## src/rtl/teclado_pkg.sv

```systemverilog
// Shared types and helpers for the keypad front end (interfaz_teclado).
// Optional build macro used by the top: TECLADO_TIMEOUT_EN.
package teclado_pkg;

    localparam int MONTO_W = 32;

    typedef enum logic [1:0] {
        ST_SCAN         = 2'd0,
        ST_DEBOUNCE     = 2'd1,
        ST_EMIT         = 2'd2,
        ST_WAIT_RELEASE = 2'd3
    } estado_t;

    localparam logic [3:0] KEY_A         = 4'hA;
    localparam logic [3:0] KEY_B         = 4'hB;
    localparam logic [3:0] KEY_C         = 4'hC;
    localparam logic [3:0] KEY_D         = 4'hD;
    localparam logic [3:0] KEY_ASTERISCO = 4'hE;
    localparam logic [3:0] KEY_NUMERAL   = 4'hF;

    // Map a (row, column) position to its key code.
    function automatic logic [3:0] decodificar(input logic [1:0] fila, input logic [1:0] col);
        logic [3:0] codigo;
        case ({fila, col})
            4'h0:    codigo = 4'd1;
            4'h1:    codigo = 4'd2;
            4'h2:    codigo = 4'd3;
            4'h3:    codigo = KEY_A;
            4'h4:    codigo = 4'd4;
            4'h5:    codigo = 4'd5;
            4'h6:    codigo = 4'd6;
            4'h7:    codigo = KEY_B;
            4'h8:    codigo = 4'd7;
            4'h9:    codigo = 4'd8;
            4'hA:    codigo = 4'd9;
            4'hB:    codigo = KEY_C;
            4'hC:    codigo = KEY_ASTERISCO;
            4'hD:    codigo = 4'd0;
            4'hE:    codigo = KEY_NUMERAL;
            4'hF:    codigo = KEY_D;
            default: codigo = KEY_D;
        endcase
        return codigo;
    endfunction

    function automatic logic [2:0] contar_ceros(input logic [3:0] cols);
        logic [2:0] n;
        n = 3'd0;
        for (int i = 0; i < 4; i++) begin
            if (!cols[i]) begin
                n = n + 3'd1;
            end else begin
                n = n;
            end
        end
        return n;
    endfunction

    // Index of the lowest low column; only meaningful when exactly one is low.
    function automatic logic [1:0] columna_activa(input logic [3:0] cols);
        logic [1:0] idx;
        if (!cols[0]) begin
            idx = 2'd0;
        end else if (!cols[1]) begin
            idx = 2'd1;
        end else if (!cols[2]) begin
            idx = 2'd2;
        end else begin
            idx = 2'd3;
        end
        return idx;
    endfunction

    function automatic logic es_digito(input logic [3:0] codigo);
        return (codigo <= 4'd9);
    endfunction

endpackage

```

## src/rtl/acumulador_monto.sv

```systemverilog
// Decimal amount accumulator: pushes digits into a binary value, commits it
// on request and flags digits rejected once the digit limit is reached.
module acumulador_monto
    import teclado_pkg::*;
#(
    parameter int MAX_DIGITOS = 9
) (
    input  logic               clk,
    input  logic               rst,
    input  logic               push,
    input  logic [3:0]         digito,
    input  logic               commit,
    input  logic               clear,
    output logic [MONTO_W-1:0] monto,
    output logic               monto_stb,
    output logic               desborde_stb,
    output logic               hay_digitos
);

    localparam int CW = $clog2(MAX_DIGITOS + 1);
    localparam logic [CW-1:0] MAX_CNT = CW'(MAX_DIGITOS);

    logic [MONTO_W-1:0] acc_r;
    logic [CW-1:0]      cnt_r;
    logic [MONTO_W-1:0] monto_r;
    logic               monto_stb_r;
    logic               desborde_r;
    logic [MONTO_W-1:0] acc_x10_s;

    // acc*10 + d built from shifts so no multiplier is inferred.
    assign acc_x10_s = (acc_r << 3) + (acc_r << 1) + {{(MONTO_W-4){1'b0}}, digito};

    // Accumulator, digit count and registered commit/overflow strobes; clear wins.
    always_ff @(posedge clk) begin
        if (!rst) begin
            acc_r       <= {MONTO_W{1'b0}};
            cnt_r       <= {CW{1'b0}};
            monto_r     <= {MONTO_W{1'b0}};
            monto_stb_r <= 1'b0;
            desborde_r  <= 1'b0;
        end else begin
            monto_stb_r <= 1'b0;
            desborde_r  <= 1'b0;
            if (clear) begin
                acc_r <= {MONTO_W{1'b0}};
                cnt_r <= {CW{1'b0}};
            end else if (push) begin
                if (cnt_r < MAX_CNT) begin
                    acc_r <= acc_x10_s;
                    cnt_r <= cnt_r + CW'(1'b1);
                end else begin
                    desborde_r <= 1'b1;
                end
            end else if (commit && (cnt_r != {CW{1'b0}})) begin
                monto_r     <= acc_r;
                monto_stb_r <= 1'b1;
                acc_r       <= {MONTO_W{1'b0}};
                cnt_r       <= {CW{1'b0}};
            end else begin
                acc_r <= acc_r;
            end
        end
    end

    assign monto        = monto_r;
    assign monto_stb    = monto_stb_r;
    assign desborde_stb = desborde_r;
    assign hay_digitos  = (cnt_r != {CW{1'b0}});

endmodule

```

## src/rtl/interfaz_teclado.sv

```systemverilog
// 4x4 keypad scanner/debouncer with PIN digit and decimal amount outputs.
// Optional build macro TECLADO_TIMEOUT_EN clears a stale partial amount.
module interfaz_teclado
    import teclado_pkg::*;
#(
    parameter int SCAN_CYCLES     = 2,
    parameter int DEBOUNCE_CYCLES = 4,
    parameter int MAX_DIGITOS     = 9,
    parameter int TIMEOUT_CYCLES  = 1000
) (
    input  logic               clk,
    input  logic               rst,
    output logic [3:0]         filas,
    input  logic [3:0]         columnas,
    input  logic               modo_monto,
    output logic [3:0]         digito,
    output logic               digito_stb,
    output logic [MONTO_W-1:0] monto,
    output logic               monto_stb,
    output logic               error_desborde
);

    localparam int SCW = $clog2(SCAN_CYCLES + 1);
    localparam int DBW = $clog2(DEBOUNCE_CYCLES + 1);
    localparam logic [SCW-1:0] SCAN_ULT = SCW'(SCAN_CYCLES - 1);
    localparam logic [DBW-1:0] DEB_ULT  = DBW'(DEBOUNCE_CYCLES - 1);

    logic [3:0]     col_meta_r, col_sync_r;
    estado_t        estado_r, estado_s;
    logic [1:0]     fila_r, fila_s, lat_fila_r, lat_fila_s;
    logic [3:0]     lat_pat_r, lat_pat_s, filas_r;
    logic [SCW-1:0] scan_cnt_r, scan_cnt_s;
    logic [DBW-1:0] deb_cnt_r, deb_cnt_s;
    logic [1:0]     tag1_fila_r, tag2_fila_r;
    logic           tag1_ult_r, tag2_ult_r, ult_s, tag_ok_s;
    logic [3:0]     digito_r, digito_s, codigo_s;
    logic           digito_stb_r, digito_stb_s;
    logic           modo_prev_r, cambio_modo_s;
    logic           emit_s, push_s, commit_s, borrar_tecla_s, clear_s, timeout_s;
    logic           hay_digitos_s;
    logic [2:0]     n_ceros_s;

    // Two-flop synchronizer for the asynchronous column inputs.
    always_ff @(posedge clk) begin
        if (!rst) begin
            col_meta_r <= 4'hF;
            col_sync_r <= 4'hF;
        end else begin
            col_meta_r <= columnas;
            col_sync_r <= col_meta_r;
        end
    end

    // The tag pipeline follows the synchronizer, so col_sync_r is always
    // attributed to the row that was actually driven when it was captured.
    assign tag_ok_s      = (tag2_fila_r == lat_fila_r);
    assign n_ceros_s     = contar_ceros(col_sync_r);
    assign codigo_s      = decodificar(lat_fila_r, columna_activa(lat_pat_r));
    assign cambio_modo_s = modo_monto ^ modo_prev_r;
    assign clear_s       = cambio_modo_s | timeout_s | borrar_tecla_s;

    // Next-state, row rotation, debounce counting and EMIT decode.
    always_comb begin
        estado_s       = estado_r;
        fila_s         = fila_r;
        scan_cnt_s     = scan_cnt_r;
        deb_cnt_s      = deb_cnt_r;
        lat_fila_s     = lat_fila_r;
        lat_pat_s      = lat_pat_r;
        ult_s          = 1'b0;
        digito_s       = digito_r;
        digito_stb_s   = 1'b0;
        emit_s         = 1'b0;
        push_s         = 1'b0;
        commit_s       = 1'b0;
        borrar_tecla_s = 1'b0;
        case (estado_r)
            ST_SCAN: begin
                if (scan_cnt_r == SCAN_ULT) begin
                    ult_s      = 1'b1;
                    scan_cnt_s = {SCW{1'b0}};
                    fila_s     = fila_r + 2'd1;
                end else begin
                    scan_cnt_s = scan_cnt_r + SCW'(1'b1);
                end
                if (tag2_ult_r && (n_ceros_s == 3'd1)) begin
                    lat_fila_s = tag2_fila_r;
                    lat_pat_s  = col_sync_r;
                    fila_s     = tag2_fila_r;
                    scan_cnt_s = {SCW{1'b0}};
                    deb_cnt_s  = {DBW{1'b0}};
                    estado_s   = ST_DEBOUNCE;
                end else if (tag2_ult_r && (n_ceros_s > 3'd1)) begin
                    lat_fila_s = tag2_fila_r;
                    fila_s     = tag2_fila_r;
                    scan_cnt_s = {SCW{1'b0}};
                    deb_cnt_s  = {DBW{1'b0}};
                    estado_s   = ST_WAIT_RELEASE;
                end else begin
                    estado_s = ST_SCAN;
                end
            end
            ST_DEBOUNCE: begin
                if (!tag_ok_s) begin
                    deb_cnt_s = deb_cnt_r;
                end else if (col_sync_r != lat_pat_r) begin
                    fila_s     = lat_fila_r + 2'd1;
                    scan_cnt_s = {SCW{1'b0}};
                    estado_s   = ST_SCAN;
                end else if (deb_cnt_r == DEB_ULT) begin
                    deb_cnt_s = {DBW{1'b0}};
                    estado_s  = ST_EMIT;
                end else begin
                    deb_cnt_s = deb_cnt_r + DBW'(1'b1);
                end
            end
            ST_EMIT: begin
                emit_s    = 1'b1;
                deb_cnt_s = {DBW{1'b0}};
                estado_s  = ST_WAIT_RELEASE;
                if (modo_monto) begin
                    if (es_digito(codigo_s)) begin
                        push_s = 1'b1;
                    end else if (codigo_s == KEY_NUMERAL) begin
                        commit_s = 1'b1;
                    end else if (codigo_s == KEY_ASTERISCO) begin
                        borrar_tecla_s = 1'b1;
                    end else begin
                        push_s = 1'b0;
                    end
                end else begin
                    if (es_digito(codigo_s)) begin
                        digito_s     = codigo_s;
                        digito_stb_s = 1'b1;
                    end else begin
                        digito_stb_s = 1'b0;
                    end
                end
            end
            ST_WAIT_RELEASE: begin
                if (!tag_ok_s) begin
                    deb_cnt_s = deb_cnt_r;
                end else if (col_sync_r != 4'hF) begin
                    deb_cnt_s = {DBW{1'b0}};
                end else if (deb_cnt_r == DEB_ULT) begin
                    deb_cnt_s  = {DBW{1'b0}};
                    fila_s     = lat_fila_r + 2'd1;
                    scan_cnt_s = {SCW{1'b0}};
                    estado_s   = ST_SCAN;
                end else begin
                    deb_cnt_s = deb_cnt_r + DBW'(1'b1);
                end
            end
            default: begin
                estado_s = ST_SCAN;
            end
        endcase
    end

    // FSM, scan, latch and PIN output registers.
    always_ff @(posedge clk) begin
        if (!rst) begin
            estado_r     <= ST_SCAN;
            fila_r       <= 2'd0;
            filas_r      <= 4'b1110;
            scan_cnt_r   <= {SCW{1'b0}};
            deb_cnt_r    <= {DBW{1'b0}};
            lat_fila_r   <= 2'd0;
            lat_pat_r    <= 4'hF;
            tag1_fila_r  <= 2'd0;
            tag2_fila_r  <= 2'd0;
            tag1_ult_r   <= 1'b0;
            tag2_ult_r   <= 1'b0;
            digito_r     <= 4'd0;
            digito_stb_r <= 1'b0;
            modo_prev_r  <= modo_monto;
        end else begin
            estado_r     <= estado_s;
            fila_r       <= fila_s;
            filas_r      <= ~(4'b0001 << fila_s);
            scan_cnt_r   <= scan_cnt_s;
            deb_cnt_r    <= deb_cnt_s;
            lat_fila_r   <= lat_fila_s;
            lat_pat_r    <= lat_pat_s;
            tag1_fila_r  <= fila_r;
            tag2_fila_r  <= tag1_fila_r;
            tag1_ult_r   <= ult_s;
            tag2_ult_r   <= tag1_ult_r;
            digito_r     <= digito_s;
            digito_stb_r <= digito_stb_s;
            modo_prev_r  <= modo_monto;
        end
    end

`ifdef TECLADO_TIMEOUT_EN
    localparam int TW = $clog2(TIMEOUT_CYCLES + 1);
    localparam logic [TW-1:0] TIMEOUT_MAX = TW'(TIMEOUT_CYCLES);
    logic [TW-1:0] inactivo_r;

    // Cycles since the last EMIT, saturating at the limit.
    always_ff @(posedge clk) begin
        if (!rst) begin
            inactivo_r <= {TW{1'b0}};
        end else if (emit_s) begin
            inactivo_r <= {TW{1'b0}};
        end else if (inactivo_r != TIMEOUT_MAX) begin
            inactivo_r <= inactivo_r + TW'(1'b1);
        end else begin
            inactivo_r <= inactivo_r;
        end
    end

    assign timeout_s = (inactivo_r == TIMEOUT_MAX) && modo_monto && hay_digitos_s && !emit_s;
`else
    logic [31:0] timeout_unused_s;
    assign timeout_unused_s = {TIMEOUT_CYCLES[30:0], hay_digitos_s};
    assign timeout_s        = 1'b0;
`endif

    acumulador_monto #(
        .MAX_DIGITOS (MAX_DIGITOS)
    ) u_acumulador (
        .clk          (clk),
        .rst          (rst),
        .push         (push_s),
        .digito       (codigo_s),
        .commit       (commit_s),
        .clear        (clear_s),
        .monto        (monto),
        .monto_stb    (monto_stb),
        .desborde_stb (error_desborde),
        .hay_digitos  (hay_digitos_s)
    );

    assign filas      = filas_r;
    assign digito     = digito_r;
    assign digito_stb = digito_stb_r;

endmodule

```

## config.mk

```make
export PLATFORM = sky130hd
export DESIGN_NAME = interfaz_teclado
export DESIGN_NICKNAME = d
export VERILOG_FILES = /design/src/rtl/teclado_pkg.sv /design/src/rtl/acumulador_monto.sv /design/src/rtl/interfaz_teclado.sv
export SDC_FILE = /design/constraint.sdc
export NUM_CORES = 1
export LEC_CHECK = 0
export CAP_MARGIN = 40
export CORE_MARGIN = 3
export CORE_UTILIZATION = 40
export CTS_CLUSTER_DIAMETER = 50
export DETAILED_ROUTE_END_ITERATION = 6
export DONT_BUFFER_PORTS = 1
export SETUP_SLACK_MARGIN = 0.1
export SYNTH_ARGS = -nofsm -noshare
export SYNTH_HDL_FRONTEND = slang
export SYNTH_SLANG_ARGS = --single-unit
```

## constraint.sdc

```tcl
create_clock -name clk -period 9.75 [get_ports clk]
set_input_delay 0.975 -clock clk [delete_from_list [all_inputs] [get_ports clk]]
set_output_delay 0.975 -clock clk [all_outputs]
set_load 0.03 [all_outputs]
```

### Word level (Yosys, flattened, before mapping)

Memories as Yosys holds them, arrays and structs flattened.
Index checks and enable logic that the tools add are counted.

* register bits: 109
* bits in latches: 0
* RAM bits: 0
* memory bits (read-only): 64
* input bits: 7
* output and inout port bits: 43
* word-level logic and storage cells: 147
* memories kept: 1

* add/subtract/negate cells: 10
* $mul: 0
* divide/modulo/power cells: 0
* magnitude comparators: 3
* equal/unequal tests: 20
* shift-type cells: 1
* muxes and demuxes: 62
* bitwise logic cells: 8
* reductions and logical operators: 21

Memories
* (name not given): depth 16, width 4, rd ports 1, clocked after Yosys merged registers in 0, wr ports 0, line teclado_pkg.sv:24 `case ({fila, col})`

Operators with widths (count)
* 32-bit 2-to-1 mux: 3
* 2-bit 2-to-1 mux: 25
* 32-bit adder: 1
* 32-bit by 4-bit adder with 32-bit output: 1
* 3-bit 2-to-1 mux: 10
* 1-bit 2-to-1 mux: 17
* 3-bit by 1-bit adder with 3-bit output, second input constant: 4
* 4-bit 2-to-1 mux: 3
* 2-bit != test, second input constant: 6
* 2-bit case mux with 3 select lines: 2
* 3-bit case mux with 4 select lines: 1
* 3-bit OR reduction: 3
* 4-bit == test, second input constant: 2
* 2-bit case mux with 4 select lines: 1
* 2-bit AND reduction: 4
* 2-bit by 1-bit adder with 2-bit output, second input constant: 3
* 3-bit != test, second input constant: 2
* 3-bit AND reduction: 2
* 6-bit AND reduction: 1
* 1-bit NOT: 5
* 5-bit AND reduction: 1
* 4-bit by 1-bit adder with 4-bit output, second input constant: 1
* 2-bit by 1-bit == test with 1-bit output, second input constant: 2
* 2-bit == test, second input constant: 2
* other kinds (20): 23

### Depth between registers and ports, before layout

* depth after elaboration: 14
* depth in mapped cells: 17
* depth with buffers taken out: 17

### Modules after synthesis

Synthesis repeated with hierarchy kept, for this count alone.

* cell total of the unflattened synthesis: 771
* area total of the unflattened synthesis: 6623.9 sq um

By module, submodules not included
* acumulador_monto: instances 1, cells an instance 552, area an instance 4554.4 sq um, sequential area each 1401.3 sq um
* interfaz_teclado: instances 1, cells an instance 219, area an instance 2069.5 sq um, sequential area each 780.7 sq um

### Worst setup path after synthesis

No wires, ideal clock.

* path type: reg2reg
* start point: register lat_pat_r[2]
* end point: register u_acumulador.acc_r[28]
* library setup time: 0.117 ns
* arrival time: 3.977 ns
* data required time: 9.633 ns
* path slack: 5.655 ns
* stages on the path, launching flop included: 18
* buffers on the path: 0
* period minus slack after synthesis: 4.095 ns
* cells stage by stage: dfxtp_1 nand2b_2 nand2_2 inv_1 ha_1 nor2b_1 o21bai_1 mux2_2 fa_1 fa_1 a21o_1 a221oi_2 a211oi_1 o211ai_1 a311o_1 a21boi_0 or3_1 a32o_1

* longest elaborated chain between the ends: 12
* elaborated cells between the ends (all ways): 28
* those cells by class: add/sub (1); order compare (1); eq/ne (3); mux (17); bitwise (1); reduce/logical (4); memory (1)

Ends and longest elaborated chain
* from (decl): line interfaz_teclado.sv:31 `logic [3:0] lat_pat_r, lat_pat_s, filas_r;`
* from (signal assigned): line interfaz_teclado.sv:184 `lat_pat_r <= lat_pat_s;`
* 1-bit 2-to-1 mux (*): line teclado_pkg.sv:66 `end else if (!cols[2]) begin`
* 2-bit 2-to-1 mux (*): line teclado_pkg.sv:64 `end else if (!cols[1]) begin`
* 2-bit 2-to-1 mux (*): line teclado_pkg.sv:62 `if (!cols[0]) begin`
* memory read 16 x 4 bit (*)
* named net codigo_s[3]: line interfaz_teclado.sv:36 `logic [3:0] digito_r, digito_s, codigo_s;`
* branches (longest 8 deep; another with 32-bit by 4-bit adder with 32-bit output)
* to (signal assigned): line acumulador_monto.sv:49 `acc_r <= acc_x10_s;`
* to (signal assigned): line acumulador_monto.sv:57 `acc_r <= {MONTO_W{1'b0}};`
* to (signal assigned): line acumulador_monto.sv:60 `acc_r <= acc_r;`
* to (decl): line acumulador_monto.sv:23 `logic [MONTO_W-1:0] acc_r;`

Mark *: on every way through the listed nets, which the timed path passes. The select of a mux whose other input is x is not followed.
A chain may end at the register's enable or synchronous reset.

### Final worst setup path

* start point: register lat_pat_r[0]
* end point: register u_acumulador.acc_r[28]

* longest elaborated chain between the ends: 10
* elaborated cells between the ends (all ways): 26
* those cells by class: add/sub (1); order compare (1); eq/ne (3); mux (15); bitwise (1); reduce/logical (4); memory (1)

Ends and longest elaborated chain (line)
* 2-bit 2-to-1 mux (*): teclado_pkg.sv:62
* memory read 16 x 4 bit (*)
* named net codigo_s[3]: interfaz_teclado.sv:36
* branches (longest 8 deep; another with 32-bit by 4-bit adder with 32-bit output)

Marked as above.

==> flow_summary.json <==
{
  "synth_top_area_share_pct": 34.72,
  "cts_resized": 0,
  "rsz0062_at_grt": "no",
  "post-route-period-util_pct": 46.89,
  "portBuffers": 0,
  "fp.dieArea_um2": 17250,
  "start_util_pct": 41.04,
  "cts_hold_buf": 0,
  "clk_latency_ns": 0.36,
  "setup.worst_path.end_class": "flop",
  "mappedNetlistArea_um2": 6285,
  "grt_pass1_vias": 5028,
  "core_um2": 15310,
  "pwr_density_cell_nw_per_um2": 137.0,
  "synth_area_leader_cell": "dfxtp_1",
  "io_pins": 50,
  "syn-instance-count": 738,
  "ctsLongestPathBuffers": 2,
  "timing.fmax_mhz": 218.7,
  "synth_cell_type_count": 65,
  "status": "completed",
  "cp_slowest_stage_delay_ns": 0.47,
  "hold_path_depth": 1,
  "worstHoldEndpoint": "col_sync_r[3]",
  "place.gp.congestion": 0.8773,
  "leakagePower_nw": 2.901,
  "vias_per_cell": 5.443,
  "num-fill-cells": 1527,
  "cts_setup_buffers": 0,
  "grt_max_degree": 47,
  "final_area_um2": 6716,
  "cp.arrival_ns": 4.82,
  "crit_family": "compound AO/OA/AOI/OAI gates",
  "pre_cts_slack_ns": 5.208,
  "syn_to_final_growth_pct": 6.868,
  "drc": 0,
  "fin_skew_ns": 0.01135,
  "fin_crit_ns": 4.572,
  "synth_area_leaders": "dfxtp_1 35%, ha_1 14%, a21oi_1 6.5%",
  "path_class": "flop to flop",
  "path_max_fanout": 6,
  "relSlewSlack_pct": 41.87,
  "firstDrtPassIters": 4,
  "synth_flop_cell": "dfxtp_1",
  "track_usage_pct": 16.74,
  "synth_nets": 816,
  "vias": 5084,
  "worstMarginPinSlew_ns": 0.8687,
  "ys_warn_count": 0,
  "peakVddDrop_v": 0.00008260,
  "r2r_start": "lat_pat_r[0]",
  "clk_pin_slew_ns": 0.07,
  "antenna_found_initial": 0,
  "cp_num_buf_inv": 1,
  "hold_start": "col_meta_r[3]",
  "worst_r2r_endpoint": "u_acumulador.acc_r[28]",
  "finalSetupViolCount": 0,
  "multiInputGateArea_um2": 3872,
  "detail_route.wl_per_cell_um": 15.08,
  "required_ns": 10.00,
  "hold_viol": 0,
  "row_count": 45,
  "antenna_left": 0,
  "worstRegToRegCells": 16,
  "drive_gt1_share_pct": 5.394,
  "cts.htree.levels": 3,
  "r2r_slack_ns": 5.18,
  "die_w_um": 131.3,
  "wl_um": 14080,
  "overflow": 0,
  "critPathLaunchType": "flop",
  "root_buffer": "clkbuf_16",
  "report.final.slew_viol_count": 0,
  "path_cells": "and2_1 > inv_1 > ha_1 > nor2b_1 > o21bai_1 > mux2_2 > fa_1 > fa_1 > a21o_1 > a221oi_2 > a211oi_1 > o211ai_1 > a311o_1 > a21boi_0 > or3_1 > a32o_1",
  "maxCapViolCount": 0,
  "path_common_cell": "fa_1",
  "clock_sinks": 109,
  "ys_seq_area_share_pct": 34.72,
  "cts_buffers": 9,
  "placed_area_um2": 6435,
  "die_h_um": 131.3,
  "fin_ws_ns": 5.178,
  "synth-edff-count": 0,
  "cts_tree": "yes",
  "grt_pass1_wl_um": 24160,
  "drt_iter0_drc": 321,
  "syn_area_per_cell_um2": 8.516,
  "nets": 797,
  "async_reset_ff_share_pct": 0,
  "antenna_cells": 0,
  "seqCellArea_um2": 2182,
  "place_hpwl_um": 10230,
  "ys_ff_latch": 109,
  "holdCritPathClass": "flop to flop",
  "cpMaxStageDelayCell": "fa_1",
  "setup-tns-final_ns": 0
}
[routing by layer]
layer	up-vias	wire length [um]	track usage [%]
met2	103	6363	26.99
li1	2590	-	-
met1	2372	6696	21.70
met5	-	0	0
met3	19	779	4.786
met4	0	242	5.368
[cells in the mapped netlist (5+ instances only)]
cell type / count
o21a_1: 9
ha_1: 69
o21ai_0: 20
a22o_1: 9
nor2_1: 40
nor2b_1: 8
a31oi_1: 5
a21oi_1: 82
clkbuf_1: 22
o211ai_1: 8
mux2i_1: 9
buf_2: 9
dfxtp_1: 109
nand2_1: 108
xor2_1: 11
or3_1: 7
nand3_1: 31
nand4_1: 6
a21o_1: 16
nand2b_1: 14
and3_1: 6
xnor2_1: 25
nor3_1: 11
inv_1: 19
and2_1: 11
[worst max-delay path by stage]
stage	endpoint	start	cells past startpoint
floorplan	u_acumulador.acc_r[28]	lat_pat_r[2]	17
global placement	u_acumulador.acc_r[28]	lat_pat_r[2]	17
detailed placement	u_acumulador.acc_r[28]	lat_pat_r[0]	16
CTS	u_acumulador.acc_r[28]	lat_pat_r[0]	16
global route	u_acumulador.acc_r[31]	lat_pat_r[0]	16
finish	u_acumulador.acc_r[28]	lat_pat_r[0]	16
[worst reg2reg max path: stages (launching register included)]
cell and delay, ns:
dfxtp_1 0.45, and2_1 0.26, inv_1 0.11, ha_1 0.21, nor2b_1 0.14, o21bai_1 0.13
mux2_2 0.23, fa_1 0.47, fa_1 0.47, a21o_1 0.22, a221oi_2 0.37, a211oi_1 0.18
o211ai_1 0.25, a311o_1 0.29, a21boi_0 0.13, or3_1 0.31, a32o_1 0.26
[cells in the final DEF (no fill, tap or decap), types with 9 or more instances in the layout]
cell	n
xnor2_1	25
nand3_1	31
dfxtp_1	109
nand2b_1	14
a21oi_1	82
mux2i_1	9
nor2_1	39
o21ai_0	20
ha_1	69
nand2_1	108
inv_1	19
xor2_1	11
nor3_1	11
a22o_1	9
and2_1	11
clkbuf_16	9
o21a_1	9
a21o_1	16
[sequential cells by signal, indices dropped and copies added, names as in the netlist, 3 cells and up]
signal              count
deb_cnt_r               3
u_acumulador.cnt_r      4
filas                   4
col_sync_r              4
digito                  4
u_acumulador.monto     32
lat_pat_r               4
u_acumulador.acc_r     32
col_meta_r              4
[cells by family after synthesis]
logic type,after synthesis,synth area share (%)
simple gates,261,19.73
flops,109,34.72
compound gates,194,20.25
buf+inv,55,3.763
xor+xnor,36,5.017
mux,12,2.150
fa+ha+maj,71,14.37
[cell type report]
class / count / area share, %
Multi-Input combinational cell: 574 / 57.66
Timing Repair Buffer: 6 / 0.6706
Sequential cell: 109 / 32.49
Clock buffer: 10 / 3.558
Inverter: 19 / 1.062
Clock inverter: 5 / 0.6334
Tap cell: 211 / 3.931
[per-stage QoR]
| step | utilization, % | hold WS, ns | cells | power [mW] |
|---|---|---|---|---|
| 6_report | 43.86 | 0.4080 | 934 | 0.9202 |
| 3_3_place_gp | 41.97 | 0.3909 | 918 | 0.5720 |
| 4_1_cts | 43.86 | 0.4091 | 934 | 0.9340 |
| 3_5_place_dp | 42.02 | 0.3914 | 919 | 0.5750 |
| 2_1_floorplan | - | 0.3863 | 738 | 0.5580 |
| 5_1_grt | 43.86 | 0.4224 | 934 | 0.9675 |
[power by group]
group | internal [mW] | switching (mW) | total, mW
Sequential | 0.461 | 0.0251 | 0.486
Combinational | 0.0353 | 0.0435 | 0.0788
Clock | 0.182 | 0.173 | 0.355
Total | 0.679 | 0.242 | 0.920
Note: power is estimated with default switching activity, not from simulation.
